[src/rtl/adc_pkg.sv]
// Shared types and constants for the LTC2308-style ADC responder.
package adc_pkg;

   // Config word as shifted in on DIN, MSB first: {S/D, O/S, S1, S0, UNI, SLP}.
   typedef struct packed {
      logic sd;
      logic os;
      logic s1;
      logic s0;
      logic uni;
      logic slp;
   } adc_cfg_t;

   typedef enum logic [1:0] {READY, SHIFT, CONVERT} resp_state_t;

   localparam logic [5:0]  CFG_RESET = 6'b100010;
   localparam logic [11:0] MIDSCALE  = 12'h800;

   // Single-ended channel number as encoded by the LTC2308 mux bits.
   function automatic logic [2:0] cfg_channel(input adc_cfg_t cfg);
      return {cfg.s1, cfg.s0, cfg.os};
   endfunction

endpackage

[src/rtl/adc_resp_sync.sv]
// Two-flop synchronizer plus registered edge detector for CS_N and SCLK.
// DIN is only synchronized; it is sampled by the consumer on the SCLK rise pulse.
module adc_resp_sync (
   input  logic clk_i,
   input  logic reset_ni,
   input  logic cs_n_i,
   input  logic sclk_i,
   input  logic din_i,
   output logic cs_n_o,
   output logic cs_rise_o,
   output logic cs_fall_o,
   output logic sclk_o,
   output logic sclk_rise_o,
   output logic sclk_fall_o,
   output logic din_o
);

   // Bit 1 is CS_N, bit 0 is SCLK; idle levels are CS_N high, SCLK low.
   localparam logic [1:0] IdleLvl = 2'b10;

   logic [1:0] meta_q, sync_q, prev_q, rise_q, fall_q;
   logic       din_meta_q, din_sync_q;

   // Synchronize pins, then register the edge pulses so events lag the pins by 3 cycles.
   always_ff @(posedge clk_i) begin
      if (!reset_ni) begin
         meta_q     <= IdleLvl;
         sync_q     <= IdleLvl;
         prev_q     <= IdleLvl;
         rise_q     <= '0;
         fall_q     <= '0;
         din_meta_q <= 1'b0;
         din_sync_q <= 1'b0;
      end else begin
         meta_q     <= {cs_n_i, sclk_i};
         sync_q     <= meta_q;
         prev_q     <= sync_q;
         rise_q     <= sync_q & ~prev_q;
         fall_q     <= ~sync_q & prev_q;
         din_meta_q <= din_i;
         din_sync_q <= din_meta_q;
      end
   end

   // prev_q holds the level that matches the registered pulses.
   assign cs_n_o      = prev_q[1];
   assign cs_rise_o   = rise_q[1];
   assign cs_fall_o   = fall_q[1];
   assign sclk_o      = prev_q[0];
   assign sclk_rise_o = rise_q[0];
   assign sclk_fall_o = fall_q[0];
   assign din_o       = din_sync_q;

endmodule

[src/rtl/adc_responder.sv]
// Responder-side model of an LTC2308-style SPI ADC.
// Optional feature: define ADC_RESP_RAMP_EN to return a synthetic ramp instead of ext_sample.
module adc_responder
   import adc_pkg::*;
#(
   parameter int unsigned DATA_W      = 12,
   parameter int unsigned CONV_CYCLES = 80,
   parameter int unsigned RAMP_STEP   = 16
) (
   input  logic              clk,
   input  logic              reset,
   input  logic              ADC_CS_N,
   input  logic              ADC_SCLK,
   input  logic              ADC_DIN,
   output logic              ADC_DOUT,
   input  logic [DATA_W-1:0] ext_sample,
   output logic              busy,
   output logic              frame_done,
   output logic [5:0]        cfg_word,
   output logic              protocol_err
);

   localparam int unsigned       CntW     = $clog2(CONV_CYCLES);
   localparam logic [CntW-1:0]   CntLast  = CntW'(CONV_CYCLES - 1);
   localparam logic [DATA_W-1:0] MidScale = DATA_W'(MIDSCALE);

   logic cs_lvl, cs_rise, cs_fall, sclk_lvl_unused, sclk_rise, sclk_fall, din;
   logic sclk_rise_v, sclk_fall_v;

   resp_state_t       state_q, state_d;
   adc_cfg_t          cfg_q, cfg_d;
   logic [5:0]        cfg_sr_q, cfg_sr_d;
   logic [2:0]        rise_cnt_q, rise_cnt_d;
   logic [DATA_W-1:0] dout_sr_q, dout_sr_d;
   logic [DATA_W-1:0] result_q, result_d;
   logic [CntW-1:0]   conv_cnt_q, conv_cnt_d;
   logic              frame_done_q, frame_done_d;
   logic              err_q, err_d;
   logic [DATA_W-1:0] raw, conv_result;

`ifdef ADC_RESP_RAMP_EN
   logic [DATA_W-1:0] ramp_q, ramp_d;
   logic              ext_unused;
   assign ext_unused = ^ext_sample;
`else
   logic [DATA_W-1:0] step_unused;
   assign step_unused = DATA_W'(RAMP_STEP);
`endif

   adc_resp_sync u_sync (
      .clk_i       (clk),
      .reset_ni    (reset),
      .cs_n_i      (ADC_CS_N),
      .sclk_i      (ADC_SCLK),
      .din_i       (ADC_DIN),
      .cs_n_o      (cs_lvl),
      .cs_rise_o   (cs_rise),
      .cs_fall_o   (cs_fall),
      .sclk_o      (sclk_lvl_unused),
      .sclk_rise_o (sclk_rise),
      .sclk_fall_o (sclk_fall),
      .din_o       (din)
   );

   // A CS_N edge takes priority; a coincident SCLK edge is dropped.
   assign sclk_rise_v = sclk_rise & ~(cs_rise | cs_fall);
   assign sclk_fall_v = sclk_fall & ~(cs_rise | cs_fall);

   // Sample value for the conversion that is finishing, from the latched config.
   always_comb begin
      raw = MidScale;
      if (cfg_q.sd) begin
`ifdef ADC_RESP_RAMP_EN
         raw = ramp_q + (DATA_W'(cfg_channel(cfg_q)) << (DATA_W - 3));
`else
         raw = ext_sample;
`endif
      end
      conv_result = cfg_q.uni ? raw : (raw ^ MidScale);
   end

   // Frame/convert sequencing and next-state for all datapath registers.
   always_comb begin
      state_d      = state_q;
      cfg_d        = cfg_q;
      cfg_sr_d     = cfg_sr_q;
      rise_cnt_d   = rise_cnt_q;
      dout_sr_d    = dout_sr_q;
      result_d     = result_q;
      conv_cnt_d   = conv_cnt_q;
      frame_done_d = 1'b0;
      err_d        = err_q;
`ifdef ADC_RESP_RAMP_EN
      ramp_d       = ramp_q;
`endif

      if ((sclk_rise_v || sclk_fall_v) && cs_lvl) begin
         err_d = 1'b1;
      end

      case (state_q)
         READY: begin
            if (cs_fall) begin
               state_d    = SHIFT;
               dout_sr_d  = result_q;
               rise_cnt_d = '0;
            end
         end
         SHIFT: begin
            if (cs_rise) begin
               state_d      = CONVERT;
               frame_done_d = 1'b1;
               conv_cnt_d   = '0;
               dout_sr_d    = '0;
               if (rise_cnt_q == 3'd6) begin
                  cfg_d = adc_cfg_t'(cfg_sr_q);
               end
            end else begin
               // Only the first six DIN bits form the config word.
               if (sclk_rise_v && (rise_cnt_q < 3'd6)) begin
                  cfg_sr_d   = {cfg_sr_q[4:0], din};
                  rise_cnt_d = rise_cnt_q + 3'd1;
               end
               // Zero fill leaves DOUT low after the last result bit.
               if (sclk_fall_v) begin
                  dout_sr_d = dout_sr_q << 1;
               end
            end
         end
         CONVERT: begin
            if (cs_fall) begin
               // Aborted conversion: replay the previous result, leave the ramp alone.
               err_d      = 1'b1;
               state_d    = SHIFT;
               dout_sr_d  = result_q;
               rise_cnt_d = '0;
            end else if (conv_cnt_q == CntLast) begin
               state_d  = READY;
               result_d = conv_result;
`ifdef ADC_RESP_RAMP_EN
               ramp_d   = ramp_q + DATA_W'(RAMP_STEP);
`endif
            end else begin
               conv_cnt_d = conv_cnt_q + CntW'(1);
            end
         end
         default: state_d = READY;
      endcase
   end

   // State register with synchronous active-low reset.
   always_ff @(posedge clk) begin
      if (!reset) begin
         state_q      <= READY;
         cfg_q        <= adc_cfg_t'(CFG_RESET);
         cfg_sr_q     <= '0;
         rise_cnt_q   <= '0;
         dout_sr_q    <= '0;
         result_q     <= '0;
         conv_cnt_q   <= '0;
         frame_done_q <= 1'b0;
         err_q        <= 1'b0;
`ifdef ADC_RESP_RAMP_EN
         ramp_q       <= '0;
`endif
      end else begin
         state_q      <= state_d;
         cfg_q        <= cfg_d;
         cfg_sr_q     <= cfg_sr_d;
         rise_cnt_q   <= rise_cnt_d;
         dout_sr_q    <= dout_sr_d;
         result_q     <= result_d;
         conv_cnt_q   <= conv_cnt_d;
         frame_done_q <= frame_done_d;
         err_q        <= err_d;
`ifdef ADC_RESP_RAMP_EN
         ramp_q       <= ramp_d;
`endif
      end
   end

   assign ADC_DOUT     = dout_sr_q[DATA_W-1];
   assign busy         = (state_q == CONVERT);
   assign frame_done   = frame_done_q;
   assign cfg_word     = cfg_q;
   assign protocol_err = err_q;

endmodule

[config.mk]
export PLATFORM = sky130hd
export DESIGN_NAME = adc_responder
export DESIGN_NICKNAME = d
export VERILOG_FILES = /design/src/rtl/adc_pkg.sv /design/src/rtl/adc_resp_sync.sv /design/src/rtl/adc_responder.sv
export SDC_FILE = /design/constraint.sdc
export NUM_CORES = 1
export LEC_CHECK = 0
export BUFFER_PORTS_ARGS = -buffer_cell sky130_fd_sc_hd__clkbuf_2
export CAP_MARGIN = 0
export CORE_ASPECT_RATIO = 0.7
export CORE_MARGIN = 4
export CORE_UTILIZATION = 60
export CTS_BUF_LIST = sky130_fd_sc_hd__clkbuf_4 sky130_fd_sc_hd__clkbuf_8 sky130_fd_sc_hd__clkbuf_16
export DETAILED_ROUTE_END_ITERATION = 7
export PLACE_DENSITY = 0.92
export RECOVER_POWER = 25
export SYNTH_ARGS = -nofsm -noshare
export SYNTH_HDL_FRONTEND = slang
export SYNTH_SLANG_ARGS = --single-unit
[constraint.sdc]
create_clock -name clk -period 4.55 [get_ports clk]
set_clock_uncertainty 0.05 [all_clocks]
set_input_delay 0.2275 -clock clk [delete_from_list [all_inputs] [get_ports clk]]
set_output_delay 0.2275 -clock clk [all_outputs]
set_load 0.01 [all_outputs]
### After elaboration in Yosys (flattened, before gate mapping)

Index checks and enable logic that the tools add are counted.

* memories: 0
* output and inout port bits: 10
* memory bits (read-only): 0
* logic and storage cells: 86
* bits in registers: 62
* bits in latches: 0
* bits in writable memories: 0
* input bits: 17

* eq/ne operators: 13
* muxes and demuxes: 23
* divide/modulo/power cells: 0
* $add $sub $neg: 2
* $mul: 0
* shift operators: 0
* reductions and logical operators: 15
* magnitude comparators: 1
* bitwise logic cells: 11

Operators by type and width (number)
* two-way mux 12 bit: 5
* one-hot mux 12 bit (2 select lines): 1
* two-way mux 7 bit: 3
* AND reduction 3 bit: 5
* one-hot mux 7 bit (2 select lines): 1
* two-way mux 3 bit: 3
* two-way mux 2 bit: 4
* != test 2 bit (second input constant): 4
* AND reduction 4 bit: 2
* adder 7 x 1 -> 7 bit (second input constant): 1
* equality test 7 bit (second input constant): 1
* != test 2 x 1 -> 1 bit (second input constant): 3
* one-hot mux 2 bit (3 select lines): 1
* one-hot mux 3 bit (2 select lines): 1
* bitwise AND 2 bit: 2
* two-way mux 1 bit: 4
* NOT 1 bit: 4
* NOT 2 bit: 2
* nonzero test 2 bit: 2
* adder 3 x 1 -> 3 bit (second input constant): 1
* equality test 3 bit (second input constant): 1
* less-than comparator 3 bit (second input constant): 1
* != test 3 x 1 -> 1 bit (second input constant): 1
* != test 3 x 2 -> 1 bit (second input constant): 1
* other kinds (9): 11

### Depth between registers and ports, before layout

* word-level depth: 8
* mapped depth: 6
* depth with buffers taken out: 6

### By module

From an unflattened synthesis, not the netlist that was laid out.

* cell total of the unflattened synthesis: 277
* area total of the unflattened synthesis: 2662.6 um^2

By module, submodules not included
* adc_responder: instances 1, sequential area each 1001.0 um^2, area each 2328.5 um^2, cells each 252
* adc_resp_sync: instances 1, sequential area each 240.2 um^2, area each 334.1 um^2, cells each 25

### Worst setup path after synthesis

OpenSTA, ideal clock, no wires.

* path kind: register -> register
* start point: reg conv_cnt_q[0]
* end point: reg result_q[10]
* library setup time: 0.132 ns
* period minus slack after synthesis: 1.670 ns
* slack: 2.880 ns
* required time: 4.368 ns
* cell stages (with the launch flop): 7
* arrival time: 1.487 ns
* path buffers: 1
* cells stage by stage: dfxtp_1 > ha_1 > nand3_1 > or3_1 > buf_2 > nand2_1 > a21oi_1

* cells in the longest elaborated chain, start to end: 2

RTL lines
* from (decl): line adc_responder.sv:36 `logic [CntW-1:0] conv_cnt_q, conv_cnt_d;`
* from (signal assigned): line adc_responder.sv:173 `conv_cnt_q <= conv_cnt_d;`
* equality test 7 bit: line adc_responder.sv:137 `end else if (conv_cnt_q == CntLast) begin`
* AND reduction 3 bit (no line)
* to (signal assigned): line adc_responder.sv:172 `result_q <= result_d;`
* to (decl): line adc_responder.sv:35 `logic [DATA_W-1:0] result_q, result_d;`

No other way between the ends.
A chain may end at the register's enable or synchronous reset.

### Worst setup path after layout

* start point: reg state_q[0]
* end point: reg rise_cnt_q[2]

* cells in the longest elaborated chain, start to end: 4
* elaborated cells between the ends (all ways): 10
* those cells by class: eq/ne: 5; mux: 1; reduce/logical: 4

RTL lines
* from (decl): line adc_responder.sv:30 `resp_state_t state_q, state_d;`
* from (signal assigned): line adc_responder.sv:167 `state_q <= state_d;`
* equality test 2 bit / zero test 2 bit (equally long branches): line adc_responder.sv:101 `case (state_q)`
* OR reduction 2 bit (no line)
* != test 2 x 1 -> 1 bit (no line) / nonzero test 2 bit (equally long branches)
* AND reduction 4 bit (no line)
* to (signal assigned): line adc_responder.sv:170 `rise_cnt_q <= rise_cnt_d;`
* to (decl): line adc_responder.sv:33 `logic [2:0] rise_cnt_q, rise_cnt_d;`

Parallel ways exist; a longest one is shown, timed or not.

==> metrics.yaml <==
worst_setup_path:
  start_kind: "register"
  reg2reg_to: "rise_cnt_q[2]$_SDFFE_PN0P_"
  cp_max_fo: 20
  required_ns: 4.75
  reg2regPathDepth: 4
  cp_data_arrival_time_ns: 2.91
  crit_type: "register to register"
  r2r_slack_ns: 1.84
  worst_setup_path_end_kind: "register"
  rr_startpoint: "state_q[0]$_SDFFE_PN0P_"
floorplanning:
  die_area_um2: 5430
  num_io_pins: 27
  start_util_pct: 63.8
  coreArea_um2: 4040
  die_h_um: 62.9
  die_x_um: 86.4
  rows: 19
yosys:
  ys_async_sr_fraction_pct: 0
  ys_warn_count: 0
  synth_area_um2: 2580
  yosysSeqAreaShare_pct: 48.1
  ys_types: 40
  synth_area_leaders: "dfxtp_1 (48%), mux2i_1 (5.4%), nand2_1 (5.1%), o311a_1 (4.3%), a2bb2oi_1 (3.7%)"
  syn_area_per_cell_um2: 9.11
  synth-main-ff-cell: "dfxtp_1"
  ys_seq_elements: 62
  netlist_instances: 283
  synthDominantCellAreaShare_pct: 48.1
  synth-edff-count: 0
  synth_most_common_cell: "dfxtp_1"
  yosys-top-cells-count: "dfxtp_1 (62), nand2_1 (35), a21oi_1 (18), nand3_1 (18)"
  syn-num-nets: 303
  yosysTopAreaCell: "dfxtp_1"
clock_tree:
  clkLatencyLatePin_ns: 0.35
  cts_hold_buf: 1
  cts_resized: 0
  cts_setup_buffers: 0
  htreeDepth: 3
  cts.clk_slew.worst_paths_ns: 0.07
  cts_tree: "built"
  cts_made_buffers: 9
  cts_max_path_buffers: 2
  clkSinkCount: 62
  cts_root_buffer: "clkbuf_8"
status:
  status: "finished, final reports clean"
global_route:
  first_global_vias: 2027
  grt.overflow.total: 0
  antenna_found_initial: 0
  grt_max_degree: 35
  grt_usage_pct: 23.4
  grt_pass1_wl_um: 9760
placement:
  io_buffer_count: 26
  post-dp-hpwl_um: 3780
  globalplace.congestion: 0.771
  dp_cells: 340
cells_and_area:
  fin_util_pct: 73.0
  multi_input_area_um2: 1210
  drive_gt1_share_pct: 12.8
  fin_nets: 320
  diodes: 0
  nFillCells: 296
  syn2layout_area_growth_pct: 14.5
  final-seq-area_um2: 1240
  fin_cells: 357
pwr:
  vdd_drop_max_v: 0.000322
  powerDensity_nw_per_um2: 421
  power_w: 0.00124
  p_leak_nw: 1.22
drt:
  drt_iter0_markers: 177
  postRouteAntennaNets: 0
  post_drt_wl_per_cell_um: 16.2
  post-route-drc-count: 0
  detailroute.via_count: 2119
  viasPerCell: 5.94
  dr.pass1.iters: 4
  finalWirelength_um: 5770
sta:
  rsz0062_at_grt: "false"
  hold_slack_ns: 0.0288
  fmax_ghz: 0.369
  relSlewSlack_pct: 19.2
  hold_violations: 0
  slew_viol_final: 0
  period_minus_slack_ns: 2.71
  finalSetupTns_ns: 0
  setup_violations: 0
  final_min_period_over_clock_period_pct: 59.5
  worst_pin_slew_ns: 1.21
worst_hold_path:
  hold_end: "u_sync.meta_q[0]$_SDFF_PN0_"
  hold_path.class: "input pin to register"
  hold_path_startpoint: "ADC_SCLK"
  whs_path_depth: 2
flow_run:
  drv_cap: 0
-- cell type report --
type | instances | share of cell area (%)
clock buffer | 9 | 4.20
clock inverter | 7 | 4.92
inverter | 8 | 1.02
multi-input combinational | 191 | 40.9
sequential | 62 | 42.1
tap | 52 | 2.20
timing repair buffer | 28 | 4.66
-- through the flow --
stage / setup slack, ns / instance area [um2]
floorplan: 2.88 / 2580
global route: 1.52 / 2950
global placement: 2.17 / 2680
CTS: 1.88 / 2960
finish: 1.84 / 2950
detailed placement: 1.91 / 2680
-- power by group --
group	internal (W)	switching, W
combinational	0.0000146	0.0000187
clock	0.000422	0.000230
sequential	0.000551	0.00000634
-- cell usage in the layout, fill, tap and decap left out, types with 2 or more instances in the layout --
| master | instances |
|---|---|
| and3_1 | 3 |
| clkbuf_8 | 9 |
| nand2b_1 | 5 |
| bufinv_16 | 4 |
| a221oi_1 | 2 |
| mux2i_1 | 14 |
| o2111ai_1 | 2 |
| nand4_1 | 2 |
| clkbuf_2 | 18 |
| a2bb2oi_1 | 11 |
| o21ai_0 | 13 |
| o311a_1 | 11 |
| inv_1 | 7 |
| or4_1 | 3 |
| a21oi_1 | 18 |
| and2_1 | 5 |
| dfxtp_1 | 62 |
| ha_1 | 3 |
| clkbuf_1 | 8 |
| a31oi_1 | 2 |
| nand2_1 | 35 |
| nor2b_1 | 6 |
| nand3_1 | 18 |
| xnor2_1 | 2 |
| o211ai_1 | 4 |
| nor2_1 | 16 |
| o21a_1 | 2 |
| nand3b_1 | 2 |
-- per-layer routing --
layer / vias to the layer above / global-route usage, % / wire [um]
li1: 1048 / - / -
met2: 73 / 35.0 / 2720
met1: 984 / 28.6 / 2500
met5: - / 0 / 0
met4: 0 / 9.53 / 125
met3: 14 / 11.2 / 428
-- kinds of logic after synthesis --
group	share of synthesized area, %
simple gates	20.1
compound gates	19.2
flops	48.1
buf+inv	5.00
mux	5.43
fa+ha+maj	1.46
xor+xnor	0.679
-- registers in the layout, indices dropped and copies added (netlist names) --
signal and flops:
frame_done 1, u_sync.sync_q 2, u_sync.prev_q 2, u_sync.meta_q 2
protocol_err 1, dout_sr_q 12, u_sync.din_meta_q 1, rise_cnt_q 3
conv_cnt_q 7, cfg_word 6, u_sync.rise_q 2, cfg_sr_q 6
u_sync.fall_q 2, u_sync.din_o 1, state_q 2, result_q 12
-- worst max-delay path: stages, from the launching register on --
cell and delay, ns:
dfxtp_1 0.74, nor2b_1 0.34, nand4_1 0.63, or4_1 0.68, a31oi_1 0.17
-- worst max-delay path by stage --
stage,cells after the start,slack [ns],from,end
detailed placement,4,1.91,state_q[0]$_SDFFE_PN0P_,rise_cnt_q[2]$_SDFFE_PN0P_
global placement,4,2.17,state_q[0]$_SDFFE_PN0P_,rise_cnt_q[2]$_SDFFE_PN0P_
CTS,4,1.88,state_q[0]$_SDFFE_PN0P_,rise_cnt_q[2]$_SDFFE_PN0P_
finish,4,1.84,state_q[0]$_SDFFE_PN0P_,rise_cnt_q[2]$_SDFFE_PN0P_
global route,3,1.52,reset,rise_cnt_q[0]$_SDFFE_PN0P_
floorplan,6,2.88,conv_cnt_q[0]$_SDFFE_PN0P_,result_q[10]$_SDFFE_PN0P_
(Power assumes the default switching activity.)
